<file path="src/rtl/ddram_arb_pkg.sv">
// Shared types and widths for the two-requester MiSTer DDRAM arbiter.
package ddram_arb_pkg;

  localparam int unsigned ADDR_W  = 29;
  localparam int unsigned DATA_W  = 64;
  localparam int unsigned BE_W    = 8;
  localparam int unsigned BURST_W = 8;

  typedef enum logic [1:0] {
    ST_IDLE  = 2'd0,
    ST_CMD   = 2'd1,
    ST_RDATA = 2'd2
  } state_e;

  typedef struct packed {
    logic               we;
    logic [ADDR_W-1:0]  addr;
    logic [BURST_W-1:0] burst;
    logic [DATA_W-1:0]  din;
    logic [BE_W-1:0]    be;
  } cmd_t;

  // Beat count actually issued: writes are single-beat, a zero read burst means one beat.
  function automatic logic [BURST_W-1:0] eff_burst(input logic we, input logic [BURST_W-1:0] burst);
    if (we || (burst == '0)) return BURST_W'(1);
    return burst;
  endfunction

endpackage

</file>
<file path="src/rtl/ddram_arb_rr.sv">
// Two-way round-robin picker: on a tie, grant the requester that did not win last.
module ddram_arb_rr (
  input  logic [1:0] i_req,
  input  logic       i_last,
  output logic [1:0] o_grant_c
);

  always_comb begin
    o_grant_c = 2'b00;
    if (i_req == 2'b11) o_grant_c = i_last ? 2'b01 : 2'b10;
    else                o_grant_c = i_req;
  end

endmodule

</file>
<file path="src/rtl/ddram_arb.sv">
// Arbitrates two requesters onto one MiSTer DDRAM port: single-beat writes and
// burst reads, with round-robin grant and an inter-beat read timeout.
module ddram_arb
  import ddram_arb_pkg::*;
#(
  parameter int unsigned RD_TIMEOUT = 4096
) (
  input  logic                clk_sys,
  input  logic                reset_n,
  input  logic                r0_req,
  input  logic                r0_we,
  input  logic [ADDR_W-1:0]   r0_addr,
  input  logic [BURST_W-1:0]  r0_burst,
  input  logic [DATA_W-1:0]   r0_din,
  input  logic [BE_W-1:0]     r0_be,
  output logic                r0_ack,
  output logic                r0_rvalid,
  output logic                r0_rlast,
  output logic                r0_err,
  input  logic                r1_req,
  input  logic                r1_we,
  input  logic [ADDR_W-1:0]   r1_addr,
  input  logic [BURST_W-1:0]  r1_burst,
  input  logic [DATA_W-1:0]   r1_din,
  input  logic [BE_W-1:0]     r1_be,
  output logic                r1_ack,
  output logic                r1_rvalid,
  output logic                r1_rlast,
  output logic                r1_err,
  output logic [DATA_W-1:0]   rdata,
  output logic                DDRAM_CLK,
  input  logic                DDRAM_BUSY,
  output logic [BURST_W-1:0]  DDRAM_BURSTCNT,
  output logic [ADDR_W-1:0]   DDRAM_ADDR,
  input  logic [DATA_W-1:0]   DDRAM_DOUT,
  input  logic                DDRAM_DOUT_READY,
  output logic                DDRAM_RD,
  output logic [DATA_W-1:0]   DDRAM_DIN,
  output logic [BE_W-1:0]     DDRAM_BE,
  output logic                DDRAM_WE
);

  localparam int unsigned TMR_W = (RD_TIMEOUT > 1) ? $clog2(RD_TIMEOUT) : 1;

  state_e              r_state, w_state_nxt;
  cmd_t                r_cmd, w_cmd_nxt;
  logic                r_rd, w_rd_nxt;
  logic                r_we, w_we_nxt;
  logic                r_owner, w_owner_nxt;
  logic                r_last, w_last_nxt;
  logic [BURST_W-1:0]  r_cnt, w_cnt_nxt;
  logic [TMR_W-1:0]    r_tmr, w_tmr_nxt;
  logic [1:0]          r_ack, w_ack_nxt;
  logic [1:0]          r_rvalid, w_rvalid_nxt;
  logic [1:0]          r_rlast, w_rlast_nxt;
  logic [1:0]          r_err, w_err_nxt;
  logic [DATA_W-1:0]   r_rdata, w_rdata_nxt;

  logic [1:0]          w_req;
  logic [1:0]          w_grant_c;
  logic [1:0]          w_owner_oh;
  cmd_t                w_r0_cmd, w_r1_cmd, w_sel;

  // A requester still sees its ack this cycle and may not have dropped req yet.
  assign w_req      = {r1_req & ~r_ack[1], r0_req & ~r_ack[0]};
  assign w_owner_oh = r_owner ? 2'b10 : 2'b01;
  assign w_r0_cmd   = '{we: r0_we, addr: r0_addr, burst: eff_burst(r0_we, r0_burst), din: r0_din, be: r0_be};
  assign w_r1_cmd   = '{we: r1_we, addr: r1_addr, burst: eff_burst(r1_we, r1_burst), din: r1_din, be: r1_be};
  assign w_sel      = w_grant_c[1] ? w_r1_cmd : w_r0_cmd;

  ddram_arb_rr u_rr (
    .i_req     (w_req),
    .i_last    (r_last),
    .o_grant_c (w_grant_c)
  );

  always_ff @(posedge clk_sys or negedge reset_n) begin
    if (!reset_n) begin
      r_state  <= ST_IDLE;
      r_cmd    <= '0;
      r_rd     <= 1'b0;
      r_we     <= 1'b0;
      r_owner  <= 1'b0;
      r_last   <= 1'b1;
      r_cnt    <= '0;
      r_tmr    <= '0;
      r_ack    <= '0;
      r_rvalid <= '0;
      r_rlast  <= '0;
      r_err    <= '0;
      r_rdata  <= '0;
    end else begin
      r_state  <= w_state_nxt;
      r_cmd    <= w_cmd_nxt;
      r_rd     <= w_rd_nxt;
      r_we     <= w_we_nxt;
      r_owner  <= w_owner_nxt;
      r_last   <= w_last_nxt;
      r_cnt    <= w_cnt_nxt;
      r_tmr    <= w_tmr_nxt;
      r_ack    <= w_ack_nxt;
      r_rvalid <= w_rvalid_nxt;
      r_rlast  <= w_rlast_nxt;
      r_err    <= w_err_nxt;
      r_rdata  <= w_rdata_nxt;
    end
  end

  // Next-state and next-output logic; pulses default low, everything else holds.
  always_comb begin
    w_state_nxt  = r_state;
    w_cmd_nxt    = r_cmd;
    w_rd_nxt     = r_rd;
    w_we_nxt     = r_we;
    w_owner_nxt  = r_owner;
    w_last_nxt   = r_last;
    w_cnt_nxt    = r_cnt;
    w_tmr_nxt    = r_tmr;
    w_ack_nxt    = '0;
    w_rvalid_nxt = '0;
    w_rlast_nxt  = '0;
    w_err_nxt    = '0;
    w_rdata_nxt  = r_rdata;
    case (r_state)
      ST_IDLE: begin
        if (|w_req) begin
          w_owner_nxt = w_grant_c[1];
          w_last_nxt  = w_grant_c[1];
          w_cmd_nxt   = w_sel;
          w_rd_nxt    = ~w_sel.we;
          w_we_nxt    = w_sel.we;
          w_state_nxt = ST_CMD;
        end
      end
      ST_CMD: begin
        if (!DDRAM_BUSY) begin
          w_rd_nxt  = 1'b0;
          w_we_nxt  = 1'b0;
          w_ack_nxt = w_owner_oh;
          if (r_we) begin
            w_state_nxt = ST_IDLE;
          end else begin
            w_state_nxt = ST_RDATA;
            w_cnt_nxt   = r_cmd.burst;
            w_tmr_nxt   = '0;
          end
        end
      end
      ST_RDATA: begin
        if (DDRAM_DOUT_READY) begin
          w_rdata_nxt  = DDRAM_DOUT;
          w_rvalid_nxt = w_owner_oh;
          w_tmr_nxt    = '0;
          w_cnt_nxt    = r_cnt - BURST_W'(1);
          if (r_cnt == BURST_W'(1)) begin
            w_rlast_nxt = w_owner_oh;
            w_state_nxt = ST_IDLE;
          end
        end else if (r_tmr == TMR_W'(RD_TIMEOUT - 1)) begin
          w_err_nxt   = w_owner_oh;
          w_tmr_nxt   = '0;
          w_cnt_nxt   = '0;
          w_state_nxt = ST_IDLE;
        end else begin
          w_tmr_nxt = r_tmr + TMR_W'(1);
        end
      end
      default: w_state_nxt = ST_IDLE;
    endcase
  end

  assign DDRAM_CLK      = clk_sys;
  assign DDRAM_RD       = r_rd;
  assign DDRAM_WE       = r_we;
  assign DDRAM_ADDR     = r_cmd.addr;
  assign DDRAM_BURSTCNT = r_cmd.burst;
  assign DDRAM_DIN      = r_cmd.din;
  assign DDRAM_BE       = r_cmd.be;
  assign rdata          = r_rdata;
  assign r0_ack         = r_ack[0];
  assign r1_ack         = r_ack[1];
  assign r0_rvalid      = r_rvalid[0];
  assign r1_rvalid      = r_rvalid[1];
  assign r0_rlast       = r_rlast[0];
  assign r1_rlast       = r_rlast[1];
  assign r0_err         = r_err[0];
  assign r1_err         = r_err[1];

endmodule

</file>
<file path="config.mk">
export PLATFORM = sky130hd
export DESIGN_NAME = ddram_arb
export DESIGN_NICKNAME = d
export VERILOG_FILES = /design/src/rtl/ddram_arb_pkg.sv /design/src/rtl/ddram_arb_rr.sv /design/src/rtl/ddram_arb.sv
export SDC_FILE = /design/constraint.sdc
export NUM_CORES = 1
export LEC_CHECK = 0
export ABC_AREA = 1
export ABC_CLOCK_PERIOD_IN_PS = 3400
export CORE_AREA = 5 5 182 184
export DETAILED_ROUTE_END_ITERATION = 8
export DIE_AREA = 0 0 187 189
export DONT_BUFFER_PORTS = 1
export GPL_ROUTABILITY_DRIVEN = 0
export SLEW_MARGIN = 20
export SYNTH_ARGS = -nofsm -noshare
export SYNTH_HDL_FRONTEND = slang
export SYNTH_SLANG_ARGS = --single-unit
</file>
<file path="constraint.sdc">
create_clock -name clk_sys -period 3.4 [get_ports clk_sys]
set_input_delay 0.68 -clock clk_sys [delete_from_list [all_inputs] [get_ports clk_sys]]
set_output_delay 0.68 -clock clk_sys [all_outputs]
set_load 0.1 [all_outputs]
</file>
==> reports/results.md <==
• result of the run: finished, violations left
• violations in the final reports: negative hold slack
• transition at the pin with the smallest max-transition slack: 1.07 ns
• All-Layer GR Usage: 16.4%
• deepest clock path buffer count: 3
• total negative setup slack: 0 ns
• setup repair bufs after CTS: 0
• clock root buffer: sky130_fd_sc_hd__clkbuf_16
• data required time of the worst path: 3.84 ns
• number of synthesized flops with an enable pin: 0
• Post-Route WL: 30.3 mm
• Final setup viols: 0
• cell types with the largest area share after synthesis: sky130_fd_sc_hd__dfrtp_1 57%, sky130_fd_sc_hd__nand2_1 24%, sky130_fd_sc_hd__nand3_1 7.7%, sky130_fd_sc_hd__buf_2 2.2%, sky130_fd_sc_hd__inv_1 1.5%
• # Max-Cap Violations: 0
• dominant synthesized flop cell: sky130_fd_sc_hd__dfrtp_1
• depth of the worst register-to-register path: 9
• synthesis-stage register bit count: 207
• area after detailed placement: 9410 µm²
• endpoints failing hold: 129
• post-detailed-route DRC marker count: 0
• DR WL/cell: 19.9 µm
• Total Nets Final: 1395
• proportion of register bits with asynchronous set or reset after synthesis: 100%
• Critical R2R Launch: r_ack[1]$_DFF_PN0_
• layout overhead on the synthesized area: 12.6%
• slowest stage cell on the critical path: sky130_fd_sc_hd__buf_4
• Sequential Area: 5180 µm²
• type of the worst setup path: reg2reg
• global-route wire length before repair: 45.9 mm
• floorplan row count: 65
• Initial Util: 29.0%
• Non-Filler Cell Area, Final: 10200 µm²
• number of resized instances in the post-cts repair step: 0
• tightest slew margin relative to the limit: 29.0%
• largest fanout on the critical path: 67
• total clock sinks: 207
• Worst R2R Setup Slack: 1.0 ns
• combined area of all synthesized cells: 9050 µm²
• count of buffers inserted at the top-level ports: 0
• worst path buffer plus inverter count: 4
• fraction of layout instances using a drive strength above 1: 6.45%
• Multi-input gate area: 3440 µm²
• leading area contributor after synthesis: sky130_fd_sc_hd__dfrtp_1
• Cell Chain, Critical Path: buf_4, inv_1, nand2_1, nand2_1, nand2_4, buf_4, buf_4, nand2_1, nand3_1
• standard cell core area: 31200 µm²
• detailed-placement wirelength estimate: 22.7 mm
• # H-tree levels: 1
• Die X: 187 µm
• routed via count: 7474
• final standard cell utilization of the core: 32.6%
• worst hold path type: in2async
• Post-Synthesis Net Count: 1409
• clock slew seen by the registers of the worst setup and hold paths: 0.06 ns
• Ys Warns: 0
• Max Slew Vio Count: 0
• first-pass iteration count of the detailed router: 5
• Yosys top cell area share: 56.9%
• via count of the first global-routing pass: 7501
• fill cell total of the finished layout: 3302
• post-route clock skew: 0.0131 ns
• critical path startpoint category: register
• full die area: 35300 µm²
• type of destination of the critical path: register
• cell count after synthesis: 1116
• Overflow after GRT: 0
• CTS Buf Count: 23
• via count normalized by instance count: 4.91
• CTS tree: done
• number of routed nets with antenna violations: 0
• slowest stage delay, CP: 0.62 ns
• setup repair after global routing missed its margin: no
• largest delay contributor family on the critical path: buffers and inverters
• register area share after synthesis: 57.2%
• Avg Inst Size Synth: 8.11 µm²
• Yosys cell types: 31
• part of the cycle the worst path needs: 70.7%
• minimum clock period after layout: 2.40 ns
• Die Height: 189 µm
• number of DRC markers in iteration 0: 560
• Skew-Pair Late Insertion Delay: 0.52 ns
• worst reg2reg path endpoint: DDRAM_DIN[2]$_DFFE_PN0P_
• # IOs: 474
• maximum clock frequency: 416 MHz
• initial antenna violation count: 4
• largest net degree at the start of global routing: 208
• smallest hold slack: -0.132 ns
• data arrival time of the critical path: 2.84 ns
[Yosys cell counts, types with 3 or more instances]
cell,number
sky130_fd_sc_hd__nor2_1,33
sky130_fd_sc_hd__inv_1,37
sky130_fd_sc_hd__inv_2,4
sky130_fd_sc_hd__nand2_4,3
sky130_fd_sc_hd__nand4_1,10
sky130_fd_sc_hd__ha_1,3
sky130_fd_sc_hd__nor2_2,3
sky130_fd_sc_hd__clkbuf_1,8
sky130_fd_sc_hd__o21ai_0,13
sky130_fd_sc_hd__buf_2,39
sky130_fd_sc_hd__buf_6,4
sky130_fd_sc_hd__dfrtp_1,206
sky130_fd_sc_hd__nand2_1,580
sky130_fd_sc_hd__a21oi_1,6
sky130_fd_sc_hd__nor3_1,6
sky130_fd_sc_hd__nand3_1,140
[area by class of cell]
class                           instances  share of cell area, %
Timing Repair Buffer                   14                   1.15
Sequential cell                       207                   50.8
Tap cell                              402                   4.93
Clock buffer                           32                   6.47
Multi-Input combinational cell        814                   33.8
Clock inverter                          8                   1.15
Inverter                               42                   1.58
Antenna cell                            4                 0.0982
[worst max-delay path by stage]
stage / start / to / slack [ns] / cells after the start
finish: r_ack[1]$_DFF_PN0_ / DDRAM_DIN[2]$_DFFE_PN0P_ / 1.0 / 9
global route: r_ack[1]$_DFF_PN0_ / DDRAM_DIN[14]$_DFFE_PN0P_ / 0.79 / 11
CTS: clk_sys / DDRAM_CLK / 1.02 / 0
detailed placement: clk_sys / DDRAM_CLK / 1.02 / 0
global placement: clk_sys / DDRAM_CLK / 1.02 / 0
floorplan: clk_sys / DDRAM_CLK / 0.81 / 1
[cells by family (layout without fill, tap and decap cells)]
family | after synthesis | in the layout | share of synthesized area [%]
AOI/OAI and AO/OA | 26 | 26 | 1.59
xor gates and xnor gates | 2 | 2 | 0.194
adders and majority gates | 3 | 3 | 0.415
buffers and inverters | 95 | 96 | 4.92
DFF | 207 | 207 | 57.2
other | 0 | 4 | 0
and+or+nand+nor | 783 | 783 | 35.7
[cell usage in the layout, fill, tap and decap left out, types with 3 or more instances in the layout]
cell type,n
sky130_fd_sc_hd__a21oi_1,6
sky130_fd_sc_hd__nor2_2,3
sky130_fd_sc_hd__ha_1,3
sky130_fd_sc_hd__inv_1,37
sky130_fd_sc_hd__nand2_4,4
sky130_fd_sc_hd__inv_2,3
sky130_fd_sc_hd__nand2_1,579
sky130_fd_sc_hd__nor2_4,3
sky130_fd_sc_hd__clkbuf_16,23
sky130_fd_sc_hd__dfrtp_1,206
sky130_fd_sc_hd__nand3_1,140
sky130_fd_sc_hd__nor3_1,6
sky130_fd_sc_hd__nand4_1,10
sky130_fd_sc_hd__nor2_1,32
sky130_fd_sc_hd__diode_2,4
sky130_fd_sc_hd__clkinv_2,5
sky130_fd_sc_hd__buf_4,13
sky130_fd_sc_hd__o21ai_0,13
sky130_fd_sc_hd__clkbuf_1,4
sky130_fd_sc_hd__bufinv_16,3
sky130_fd_sc_hd__clkbuf_8,5
[registers in the layout, summed over array words and instances (netlist names)]
| signal | count |
|---|---|
| r_rvalid | 2 |
| DDRAM_BURSTCNT | 8 |
| r_state | 2 |
| r_owner | 1 |
| r_tmr | 12 |
| DDRAM_WE | 1 |
| r_cnt | 8 |
| r_ack | 2 |
| r_err | 2 |
| DDRAM_BE | 8 |
| rdata | 64 |
| DDRAM_RD | 1 |
| DDRAM_ADDR | 29 |
| DDRAM_DIN | 64 |
| r_rlast | 2 |
| r_last | 1 |
[routing by layer]
layer  vias up  share of wire [%]  global-route usage (%)
met5         -                  0                       0
met4         0                3.5                    6.29
met3        48                 13                    8.17
met2       396                 47                    26.2
met1      3558                 37                    18.9
li1       3472                  -                       -
[per-stage QoR]
step                      setup slack, ns  std cells
after CTS                            1.02       1519
after global placement               1.02       1479
after detailed placement             1.02       1479
after floorplan                     0.808       1116
after global routing                0.793       1523
final                               0.996       1523
Power is not shown: default switching activity piles up to over one toggle a cycle in this logic, so the estimate is an artifact.
